## src/rtl/m_spi_tx_fifo.sv

```systemverilog
// m_spi_tx_fifo: FIFO-fed SPI transmitter for the ST7789 display path.
// The display controller pushes {DC, payload} words; the engine pops them and
// shifts each payload out MSB first with chip select held low across bursts.
// Handshake: a push is taken on any edge where en=1 and the registered full=0.
// A push attempted while full is dropped and latches the sticky overflow flag.
module m_spi_tx_fifo #(
  parameter int DATA_W     = 8,
  parameter int FIFO_DEPTH = 16,
  parameter int CLK_DIV    = 1,
  parameter int CPOL       = 1
) (
  input  logic                            w_clk,
  input  logic                            w_rst,
  input  logic                            en,
  input  logic [DATA_W:0]                 d_in,
  output logic                            full,
  output logic                            empty,
  output logic [$clog2(FIFO_DEPTH+1)-1:0] level,
  output logic                            overflow,
  output logic                            busy,
  output logic                            SDA,
  output logic                            SCL,
  output logic                            DC,
  output logic                            CS
);

  localparam int PTR_W = (FIFO_DEPTH > 1) ? $clog2(FIFO_DEPTH) : 1;
  localparam int LVL_W = $clog2(FIFO_DEPTH + 1);
  localparam int PH_W  = $clog2(2 * CLK_DIV);
  localparam int BC_W  = (DATA_W > 1) ? $clog2(DATA_W) : 1;

  localparam logic             IDLE_LVL = (CPOL != 0);
  localparam logic [PH_W-1:0]  PH_LEAD  = PH_W'(CLK_DIV - 1);
  localparam logic [PH_W-1:0]  PH_LAST  = PH_W'(2 * CLK_DIV - 1);
  localparam logic [BC_W-1:0]  BIT_LAST = BC_W'(DATA_W - 1);
  localparam logic [LVL_W-1:0] LVL_FULL = LVL_W'(FIFO_DEPTH);

  typedef enum logic {S_IDLE, S_SHIFT} state_t;

  state_t              state, state_next;
  logic [DATA_W:0]     mem [FIFO_DEPTH];
  logic [PTR_W-1:0]    wr_ptr, rd_ptr;
  logic [LVL_W-1:0]    count, count_next;
  logic                full_q, empty_q, ovf_q;
  logic                push, pop, bit_end, frame_end;
  logic [PH_W-1:0]     ph;
  logic [BC_W-1:0]     bit_cnt;
  logic [DATA_W-1:0]   sr;
  logic                scl_q, dc_q, cs_q;

  assign push = en & ~full_q;

  // Next state and pop decision: pop when idle with data, or at the end of a
  // frame so the next word starts on the same edge (burst, no gap).
  always_comb begin
    state_next = state;
    pop        = 1'b0;
    bit_end    = 1'b0;
    frame_end  = 1'b0;
    case (state)
      S_IDLE: begin
        if (!empty_q) begin
          pop        = 1'b1;
          state_next = S_SHIFT;
        end
      end
      S_SHIFT: begin
        bit_end   = (ph == PH_LAST);
        frame_end = bit_end && (bit_cnt == BIT_LAST);
        if (frame_end) begin
          if (!empty_q) pop = 1'b1;
          else          state_next = S_IDLE;
        end
      end
      default: state_next = S_IDLE;
    endcase
  end

  // Occupancy after this edge; same-edge push and pop cancel out.
  always_comb begin
    count_next = count;
    if (push && !pop)      count_next = count + 1'b1;
    else if (pop && !push) count_next = count - 1'b1;
  end

  // FIFO storage; stale entries are harmless because reset clears the pointers.
  always_ff @(posedge w_clk) begin
    if (push && !w_rst) mem[wr_ptr] <= d_in;
  end

  // FIFO pointers, registered flags and the sticky overflow.
  always_ff @(posedge w_clk) begin
    if (w_rst) begin
      wr_ptr <= '0;
      rd_ptr <= '0;
      count  <= '0;
      full_q <= 1'b0;
      empty_q <= 1'b1;
      ovf_q  <= 1'b0;
    end else begin
      if (push) wr_ptr <= wr_ptr + 1'b1;
      if (pop)  rd_ptr <= rd_ptr + 1'b1;
      count   <= count_next;
      full_q  <= (count_next == LVL_FULL);
      empty_q <= (count_next == '0);
      if (en && full_q) ovf_q <= 1'b1;
    end
  end

  // Shift engine: phase counter splits each bit into an idle-level half and
  // an active half; the shift register moves at the end of every bit.
  always_ff @(posedge w_clk) begin
    if (w_rst) begin
      state   <= S_IDLE;
      ph      <= '0;
      bit_cnt <= '0;
      sr      <= '0;
      scl_q   <= IDLE_LVL;
      dc_q    <= 1'b0;
      cs_q    <= 1'b1;
    end else begin
      state <= state_next;
      if (pop) begin
        sr      <= mem[rd_ptr][DATA_W-1:0];
        dc_q    <= mem[rd_ptr][DATA_W];
        cs_q    <= 1'b0;
        ph      <= '0;
        bit_cnt <= '0;
        scl_q   <= IDLE_LVL;
      end else if (state == S_SHIFT) begin
        if (frame_end) begin
          cs_q    <= 1'b1;
          sr      <= '0;
          scl_q   <= IDLE_LVL;
          ph      <= '0;
          bit_cnt <= '0;
        end else if (bit_end) begin
          sr      <= sr << 1;
          scl_q   <= IDLE_LVL;
          ph      <= '0;
          bit_cnt <= bit_cnt + 1'b1;
        end else begin
          ph <= ph + 1'b1;
          if (ph == PH_LEAD) scl_q <= ~IDLE_LVL;
        end
      end
    end
  end

  assign full     = full_q;
  assign empty    = empty_q;
  assign level    = count;
  assign overflow = ovf_q;
  assign busy     = ~empty_q | (state == S_SHIFT);
  assign SDA      = sr[DATA_W-1];
  assign SCL      = scl_q;
  assign DC       = dc_q;
  assign CS       = cs_q;

endmodule
```

## config.mk

```make
export PLATFORM = sky130hd
export DESIGN_NAME = m_spi_tx_fifo
export DESIGN_NICKNAME = d
export VERILOG_FILES = /design/src/rtl/m_spi_tx_fifo.sv
export SDC_FILE = /design/constraint.sdc
export NUM_CORES = 1
export LEC_CHECK = 0
export ABC_AREA = 1
export CAP_MARGIN = 25
export CORE_AREA = 4 4 110 138
export CTS_BUF_LIST = sky130_fd_sc_hd__clkbuf_8
export CTS_CLUSTER_DIAMETER = 150
export DETAILED_ROUTE_END_ITERATION = 6
export DIE_AREA = 0 0 114 142
export GPL_TIMING_DRIVEN = 0
export PLACE_DENSITY = 0.77
export SLEW_MARGIN = 20
export SYNTH_ARGS = -nofsm -noshare
export SYNTH_HDL_FRONTEND = slang
export SYNTH_SLANG_ARGS = --single-unit
```

## constraint.sdc

```tcl
create_clock -name w_clk -period 2.55 [get_ports w_clk]
set_input_delay 0.51 -clock w_clk [delete_from_list [all_inputs] [get_ports w_clk]]
set_output_delay 0.51 -clock w_clk [all_outputs]
set_load 0.005 [all_outputs]
```

==> impl_metrics.yaml, run 1 <==
outcome:
  status: "completed"
final_layout:
  fin_nets: 766
  syn_to_final_growth_pct: 11.4
  antennaDiodeCount: 0
  nFillCells: 1164
  drive_above_1_share_pct: 9.23
drt:
  via_per_inst: 5.73
  wirelength_um: 17800
  vias: 5344
  firstDrtPassIters: 5
  drtIter0Drc: 562
  routedWlPerCell_um: 19.1
  route.detailed.drc: 0
  antenna_left: 0
timing:
  min_period_over_period_pct: 93.9
  period_needed_ps: 2400
  timing.fmax_ghz: 0.418
  rsz0062_at_grt: "false"
  setup_viol: 0
  slew-limit-headroom_pct: 34.1
  finalSetupTns_ps: 0
  finClkSkew_ps: 12.8
  hold_viol_final: 0
  maxSlewViolCount: 0
  worst_pin_slew_ps: 984
global_routing:
  grt_max_degree: 18
  globalRouteMet2Util_pct: 38.1
  antenna_found_initial: 0
  track_usage_pct: 22.7
  use_met1_pct: 28.1
  grt_pass1_vias: 5323
  grt_pass1_wl_um: 27900
  grt_overflow: 0
  grt.busiest_layer: "met2"
  use_met3_pct: 4.04
floorplan:
  die_x_um: 114
  core_area_um2: 13800
  start_util_pct: 54.0
  ios: 25
  rows: 48
  die_area_um2: 16200
  die_h_um: 142
synth:
  ys_ff_latch: 180
  synth.top_cell.area_share_pct: 58.0
  synth_flop_cell: "edfxtp_1"
  synth_edf_count: 144
  syn_area_um2: 7460
  post-synth-top-area-cell: "edfxtp_1"
  ys_async_sr_fraction_pct: 0
  yosys-top-cells-count: "209 x nand2_1, 144 x edfxtp_1, 117 x nand3_1, 47 x nor2_1, 36 x dfxtp_1"
  synth_area_leaders: "edfxtp_1 58%, nand2_1 11%, dfxtp_1 9.7%"
  syn_area_per_cell_um2: 10.6
  synth_cell_type_count: 32
  synthCells: 701
  yosysSeqAreaShare_pct: 67.6
  yosysMostFrequentCell: "nand2_1"
  yosysWarningCount: 0
  synth_fp_nets: 722
clock_tree:
  cts_buffer_depth: 2
  clock-sinks: 180
  htree_levels: 4
  cts_buffers: 17
  hold_buffers: 0
  clkLatencyLatePin_ps: 460
  clockRootBuffer: "clkbuf_8"
  post_cts_buffers: 0
  cts_tree: "built"
  clk_pin_slew_ps: 90
  cts_resized: 0
hold_path:
  min_path_type: "flip-flop to flip-flop"
  min_path_cells: 2
  worstHoldStart: "SCL"
setup_path:
  cp_num_cells: 5
  cp.required_ps: 2640
  slowest_delay_ps: 810
  critPathSlowestCell: "nor2_1"
  cp-start-kind: "input pin"
  crit_chain: "clkbuf_1 -> inv_1 -> clkbuf_1 -> nand3_1 -> nor2_1"
  arrival_ps: 2480
  crit_start: "w_rst"
  r2r_start: "full"
  crit_type: "input pin to flip-flop"
  cp_max_fo: 10
  reg2reg_depth: 5
  end_kind: "flip-flop"
  cp_top_family: "simple AND/OR/NAND/NOR gates"
  cp_common_cell: "clkbuf_1"
  worst-path-buf-inv: 3
pwr:
  ir_drop_uv: 619
  pwr_density_cell_nw_per_um2: 910
  power_mw: 7.56
  leakage_nw: 3.11
placement:
  portBuffers: 23
  post-dp-hpwl_um: 12200
  routabilityCongestion: 0.860
run:
  drv_cap: 0
==> layout make-up <==
type / instances / area (um2) / area share [%]
Sequential cell: 180 / 5040 / 60.7
Multi-Input combinational cell: 456 / 2120 / 25.6
Clock buffer: 18 / 248 / 2.98
Timing Repair Buffer: 25 / 245 / 2.95
Tap cell: 175 / 219 / 2.63
Buffer: 31 / 161 / 1.94
Clock inverter: 14 / 140 / 1.69
Inverter: 34 / 128 / 1.54
==> where the power goes <==
group,leakage (nW),internal [mW],switching [mW]
logic,1.31,0.734,1.44
registers,1.59,3.34,0.142
clock network,0.203,0.832,1.08
==> logic make-up (layout without fill, tap and decap cells) <==
kind of cell | Yosys count | after routing | share of synthesized area, %
AO/OA/AOI/OAI | 54 | 54 | 4.21
XOR/XNOR | 4 | 4 | 0.470
adder cells (fa/ha/maj) | 9 | 9 | 1.51
buffers and inverters | 65 | 122 | 3.88
flip-flops | 180 | 180 | 67.6
AND/OR/NAND/NOR | 389 | 389 | 22.3
==> metrics by stage <==
stage          hold slack, ps  cells  worst slack (ps)  instance area, um2  utilization (%)
2_1_floorplan             435    701               527                7460                -
3_3_place_gp              453    899              -152                7910             57.2
3_5_place_dp              465    899              -373                7910             57.2
4_1_cts                   486    931               145                8300             60.1
5_1_grt                   505    933              36.1                8310             60.2
6_report                  488    933               155                8310             60.2
==> per-layer routing <==
layer	routed length, um	vias to the layer above	share of wire (%)
met2	9160	265	51
li1	-	2497	-
met4	664	0	3.7
met5	0	-	0
met3	1290	49	7.2
met1	6680	2533	38
==> sequential cells by signal, summed over array words and instances (netlist names), 3 cells and up, named ones only <==
name and flops:
bit_cnt 3, sr 8, rd_ptr 4, wr_ptr 4
mem 144, level 5
==> cells in the final DEF, fill, tap and decap left out, types with 3 or more instances in the layout <==
cell type / netlist / layout
a21oi_1: 24 / 24
nor2_1: 47 / 47
inv_8: 0 / 4
buf_2: 12 / 12
nand2_2: 3 / 3
nand3_2: 3 / 3
buf_4: 6 / 8
clkbuf_1: 10 / 10
a22oi_1: 6 / 6
o211ai_1: 4 / 4
inv_1: 28 / 28
nor3_1: 4 / 4
nand2_1: 209 / 209
nand3_1: 117 / 117
dfxtp_1: 36 / 36
edfxtp_1: 144 / 144
clkbuf_8: 0 / 18
o21ai_0: 15 / 15
ha_1: 9 / 9
inv_2: 4 / 4
clkdlybuf4s50_1: 0 / 23
inv_4: 0 / 5
xor2_1: 3 / 3
==> final timing paths <==
kind	end	slack, ps
min	SCL	490
max	mem[13][3]	150
min reg2reg	SCL	490
max reg2reg	mem[13][3]	430
==> worst min-delay path, delay by kind of cell, from the launching register on <==
| kind | cells | cell delay, ps |
|---|---|---|
| flops | 1 | 340 |
| compound gates | 1 | 70 |
| simple gates | 1 | 60 |
No activity file was read; power rests on OpenSTA's default activity.
==> run 2: changes to the inputs <==
==> constraint.sdc (replaced) <==
create_clock -name w_clk -period 2.55 [get_ports w_clk]
set_input_delay 0.51 -clock w_clk [delete_from_list [all_inputs] [get_ports w_clk]]
set_output_delay 0.51 -clock w_clk [all_outputs]
set_load 0.05 [all_outputs]
==> impl_metrics.yaml, run 2 (synthesized netlist as in run 1, its figures left out) <==
timing:
  worst_pin_slew_ps: 990
  timing.hold.ws_ps: 487
  finClkSkew_ps: 8.58
  slew-limit-headroom_pct: 33.8
  maxSlewViolCount: 0
  timing.fmax_ghz: 0.423
  setup_viol: 0
  hold_viol_final: 0
  rsz0062_at_grt: "false"
  period_needed_ps: 2360
  finalSetupTns_ps: 0
  min_period_over_period_pct: 92.7
drt:
  wirelength_um: 17700
  route.detailed.drc: 0
  drtIter0Drc: 506
  routedWlPerCell_um: 19.0
  antenna_left: 0
  firstDrtPassIters: 5
  via_per_inst: 5.67
  vias: 5293
hold_path:
  min_path_type: "flip-flop to flip-flop"
  worstHoldStart: "SCL"
  min_path_cells: 2
  holdPathEnd: "SCL"
setup_path:
  critPathSlowestCell: "nor2_1"
  end_kind: "flip-flop"
  rrSetupSlack_ps: 440
  crit_start: "w_rst"
  cp.required_ps: 2630
  r2r_start: "full"
  crit_type: "input pin to flip-flop"
  cp-start-kind: "input pin"
  crit_chain: "clkbuf_1 -> inv_1 -> clkbuf_1 -> nand3_1 -> nor2_1"
  r2r-end: "mem[1][8]"
  arrival_ps: 2450
  cp_max_fo: 10
  slowest_delay_ps: 810
  cp_common_cell: "clkbuf_1"
  reg2reg_depth: 5
clock_tree:
  cts_buffer_depth: 2
  hold_buffers: 0
  clockRootBuffer: "clkbuf_8"
  htree_levels: 4
  clk_pin_slew_ps: 90
  clkLatencyLatePin_ps: 450
  post_cts_buffers: 0
  cts_buffers: 17
  clock-sinks: 180
  cts_tree: "built"
placement:
  post-dp-hpwl_um: 12200
  routabilityCongestion: 0.860
  portBuffers: 23
  dp.cells: 899
  postPlaceCellArea_um2: 7910
floorplan:
  start_util_pct: 54.0
  core_area_um2: 13800
  die_x_um: 114
  ios: 25
  die_h_um: 142
  die_area_um2: 16200
  rows: 48
pwr:
  leakage_nw: 3.11
  p_seq_share_pct: 44.7
  p_switching_mw: 2.88
  p_int_mw: 4.90
  ir_drop_uv: 694
  p_clk_share_pct: 24.5
  netSwitchingFraction_pct: 37.0
  pwr_density_cell_nw_per_um2: 936
  p_comb_share_pct: 30.8
final_layout:
  antennaDiodeCount: 0
  multi_input_area_um2: 2120
  syn_to_final_growth_pct: 11.4
  final_util_pct: 60.2
  seqCellArea_um2: 5040
  drive_above_1_share_pct: 9.23
  largest-register: "mem"
  final_cells: 933
  largest_reg_flops: 144
  nFillCells: 1165
  fin_nets: 766
  mostFrequentLayoutCell: "nand2_1"
  mostFrequentLayoutCells: "209 x nand2_1, 144 x edfxtp_1, 117 x nand3_1, 47 x nor2_1, 36 x dfxtp_1"
  design_area_um2: 8310
global_routing:
  grt_overflow: 0
  antenna_found_initial: 0
  grt_max_degree: 18
  grt_pass1_wl_um: 27900
  track_usage_pct: 22.7
  grt_pass1_vias: 5325
outcome:
  status: "completed"
run:
  drv_cap: 0
==> run 2: cell count changes in the layout (fill, tap and decap cells not counted) <==
cell             before  now
dlygate4sd2_1         0    1
clkdlybuf4s50_1      23   22
==> run 2: layout make-up <==
cell class	count	share of cell area [%]
Clock inverter	14	1.69
Buffer	31	1.94
Tap cell	175	2.64
Sequential cell	180	60.7
Inverter	34	1.54
Multi-Input combinational cell	456	25.6
Clock buffer	18	2.98
Timing Repair Buffer	25	2.94
==> run 2: worst max-delay path: cells and delay by family <==
kind / cells / cell delay, ps
buffers and inverters: 3 / 860
and+or+nand+nor: 2 / 1070
==> run 2: timing repair <==
item	in CTS	in global routing
gates resized for setup	1	0
endpoints found under the setup margin	1	0
endpoints found under the hold margin	0	0
==> run 2: per-stage QoR <==
stage / power [mW] / worst slack, ps
final: 7.78 / 187
after CTS: 7.76 / 145
after global routing: 8.16 / 36.1
after global placement: 5.83 / -152
after detailed placement: 5.90 / -373
after floorplan: 5.12 / 527
==> run 2: worst max-delay path by stage <==
stage	end	slack, ps
4_1_cts	mem[12][6]	140
5_1_grt	mem[13][4]	40
6_report	mem[13][6]	190
3_3_place_gp	mem[12][4]	-150
3_5_place_dp	mem[12][4]	-370
2_1_floorplan	mem[12][0]	530
==> run 2: layer usage <==
layer  global-route usage [%]  up-vias  wire length, um
met2                     38.1      228             9110
met1                     28.0     2520             6800
met4                     12.1        0              697
met3                     4.04       51             1110
met5                        0        -                0
li1                         -     2494                -
==> run 2: power by group through the flow <==
stage,registers (mW),logic [mW],clock network (mW)
after floorplan,3.72,1.41,0
after global placement,3.53,2.30,0
after detailed placement,3.54,2.36,0
after CTS,3.47,2.37,1.92
after global routing,3.50,2.62,2.04
final,3.48,2.39,1.91
==> run 3: changes to the inputs <==
--- a/config.mk
+++ b/config.mk
@@ -6,14 +6,15 @@
 export NUM_CORES = 1
 export LEC_CHECK = 0
 export ABC_AREA = 1
+export ABC_CLOCK_PERIOD_IN_PS = 2550
 export CAP_MARGIN = 25
-export CORE_AREA = 4 4 110 138
+export CORE_AREA = 4 4 122 124
 export CTS_BUF_LIST = sky130_fd_sc_hd__clkbuf_8
 export CTS_CLUSTER_DIAMETER = 150
 export DETAILED_ROUTE_END_ITERATION = 6
-export DIE_AREA = 0 0 114 142
+export DIE_AREA = 0 0 126 128
 export GPL_TIMING_DRIVEN = 0
-export PLACE_DENSITY = 0.77
+export PLACE_DENSITY = 0.78
 export SLEW_MARGIN = 20
 export SYNTH_ARGS = -nofsm -noshare
 export SYNTH_HDL_FRONTEND = slang
==> impl_metrics.yaml, run 3 (synthesized netlist as in run 1, its figures left out) <==
final_layout:
  drive_above_1_share_pct: 8.59
  syn_to_final_growth_pct: 11.2
  fin_nets: 765
  mostFrequentLayoutCell: "nand2_1"
  antennaDiodeCount: 0
  mostFrequentLayoutCells: "209 x nand2_1, 144 x edfxtp_1, 117 x nand3_1, 47 x nor2_1, 36 x dfxtp_1"
  final_util_pct: 60.2
  final_cells: 937
  largest-register: "mem"
  largest_reg_flops: 144
placement:
  portBuffers: 23
  dp_slack_ps: -248
  routabilityCongestion: 0.954
  dp.cells: 904
  post-dp-hpwl_um: 12000
floorplan:
  core_area_um2: 13800
  die_area_um2: 16100
  die_x_um: 126
  rows: 43
  ios: 25
  start_util_pct: 54.2
  die_h_um: 128
global_routing:
  track_usage_pct: 22.7
  antenna_found_initial: 0
  grt_overflow: 0
  grt_pass1_vias: 5152
  grt_max_degree: 17
  grt_pass1_wl_um: 27800
setup_path:
  rrSetupSlack_ps: 400
  cp_top_family: "simple AND/OR/NAND/NOR gates"
  crit_chain: "clkbuf_1 -> inv_1 -> clkbuf_1 -> nand3_1 -> nor2_1"
  cp-start-kind: "input pin"
  end_kind: "flip-flop"
  worst-path-buf-inv: 3
  arrival_ps: 2430
  cp_max_fo: 10
  slowest_delay_ps: 840
  critPathSlowestCell: "nor2_1"
  cp_common_cell: "clkbuf_1"
  crit_type: "input pin to flip-flop"
  cp.required_ps: 2650
drt:
  routedWlPerCell_um: 18.9
  m1WireLength_um: 7060
  firstDrtPassIters: 7
  met3_wirelength_um: 1710
  antenna_left: 0
  route.detailed.drc: 0
  via_per_inst: 5.80
  drtIter0Drc: 633
  wl_met2_um: 8460
  vias: 5430
  top_layer: "met4"
  wirelength_um: 17700
timing:
  setup_viol: 0
  slew-limit-headroom_pct: 25.6
  period_needed_ps: 2330
  timing.fmax_ghz: 0.428
  finClkSkew_ps: 13.1
  maxSlewViolCount: 0
  rsz0062_at_grt: "false"
  setup_ws_ps: 216
  worst_pin_slew_ps: 1110
  hold_viol_final: 0
  finalSetupTns_ps: 0
  min_period_over_period_pct: 91.5
clock_tree:
  clockRootBuffer: "clkbuf_8"
  htree_levels: 4
  clk_pin_slew_ps: 80
  cts_buffer_depth: 2
  cts_buffers: 17
  cts_tree: "built"
  clock-sinks: 180
  clkLatencyLatePin_ps: 470
  hold_buffers: 0
run:
  drv_cap: 0
outcome:
  status: "completed"
pwr:
  power_mw: 7.72
  pwr_density_cell_nw_per_um2: 930
  leakage_nw: 3.08
  ir_drop_uv: 623
hold_path:
  min_path_type: "flip-flop to flip-flop"
-- run 3: cell types whose count changed in the layout (fill, tap and decap cells not counted), moves of 3 or more --
| cell | previous run | this run |
|---|---|---|
| inv_4 | 5 | 0 |
| inv_1 | 28 | 31 |
| inv_8 | 4 | 0 |
| clkinvlp_4 | 1 | 6 |
-- run 3: final cells by class --
| type | instances | area (um2) |
|---|---|---|
| Buffer | 31 | 161 |
| Clock buffer | 17 | 234 |
| Clock inverter | 15 | 143 |
| Timing Repair Buffer | 24 | 236 |
| Multi-Input combinational cell | 456 | 2120 |
| Fill cell | 1137 | 5480 |
| Tap cell | 180 | 225 |
| Sequential cell | 180 | 5040 |
| Inverter | 34 | 128 |
-- run 3: repair_timing --
action,CTS,global route
hold endpoints to repair,0,0
buffers inserted,0,0
setup endpoints to repair,1,0
resized for setup,1,0
-- run 3: power by group --
part	switching, mW	internal (mW)	total [mW]	leakage (nW)
clock network	1.00	0.855	1.86	0.181
logic	1.66	0.726	2.39	1.31
registers	0.137	3.34	3.47	1.59
total	2.80	4.92	7.72	3.08
-- run 3: final timing paths --
kind         startpoint    endpoint  cells past startpoint
max reg2reg        full  mem[11][7]                      5
min reg2reg  bit_cnt[1]  bit_cnt[1]                      2
min          bit_cnt[1]  bit_cnt[1]                      2
max               w_rst  mem[13][1]                      5
-- run 3: worst register-to-register path: cells and delay by family, from the launching register on --
family / cells / cell delay (ps)
AND/OR/NAND/NOR: 3 / 1160
flip-flops: 1 / 330
buffers and inverters: 2 / 270
-- run 3: through the flow --
step	hold slack [ps]	area, um2
after global routing	508	8300
after CTS	477	8290
after detailed placement	464	7910
after global placement	451	7910
final	474	8300
after floorplan	435	7460
-- run 3: per-layer routing --
| metal | track usage (%) | vias to the layer above |
|---|---|---|
| li1 | - | 2492 |
| met4 | 8.20 | 0 |
| met5 | 0 | - |
| met2 | 35.8 | 291 |
| met3 | 5.42 | 38 |
| met1 | 31.0 | 2609 |
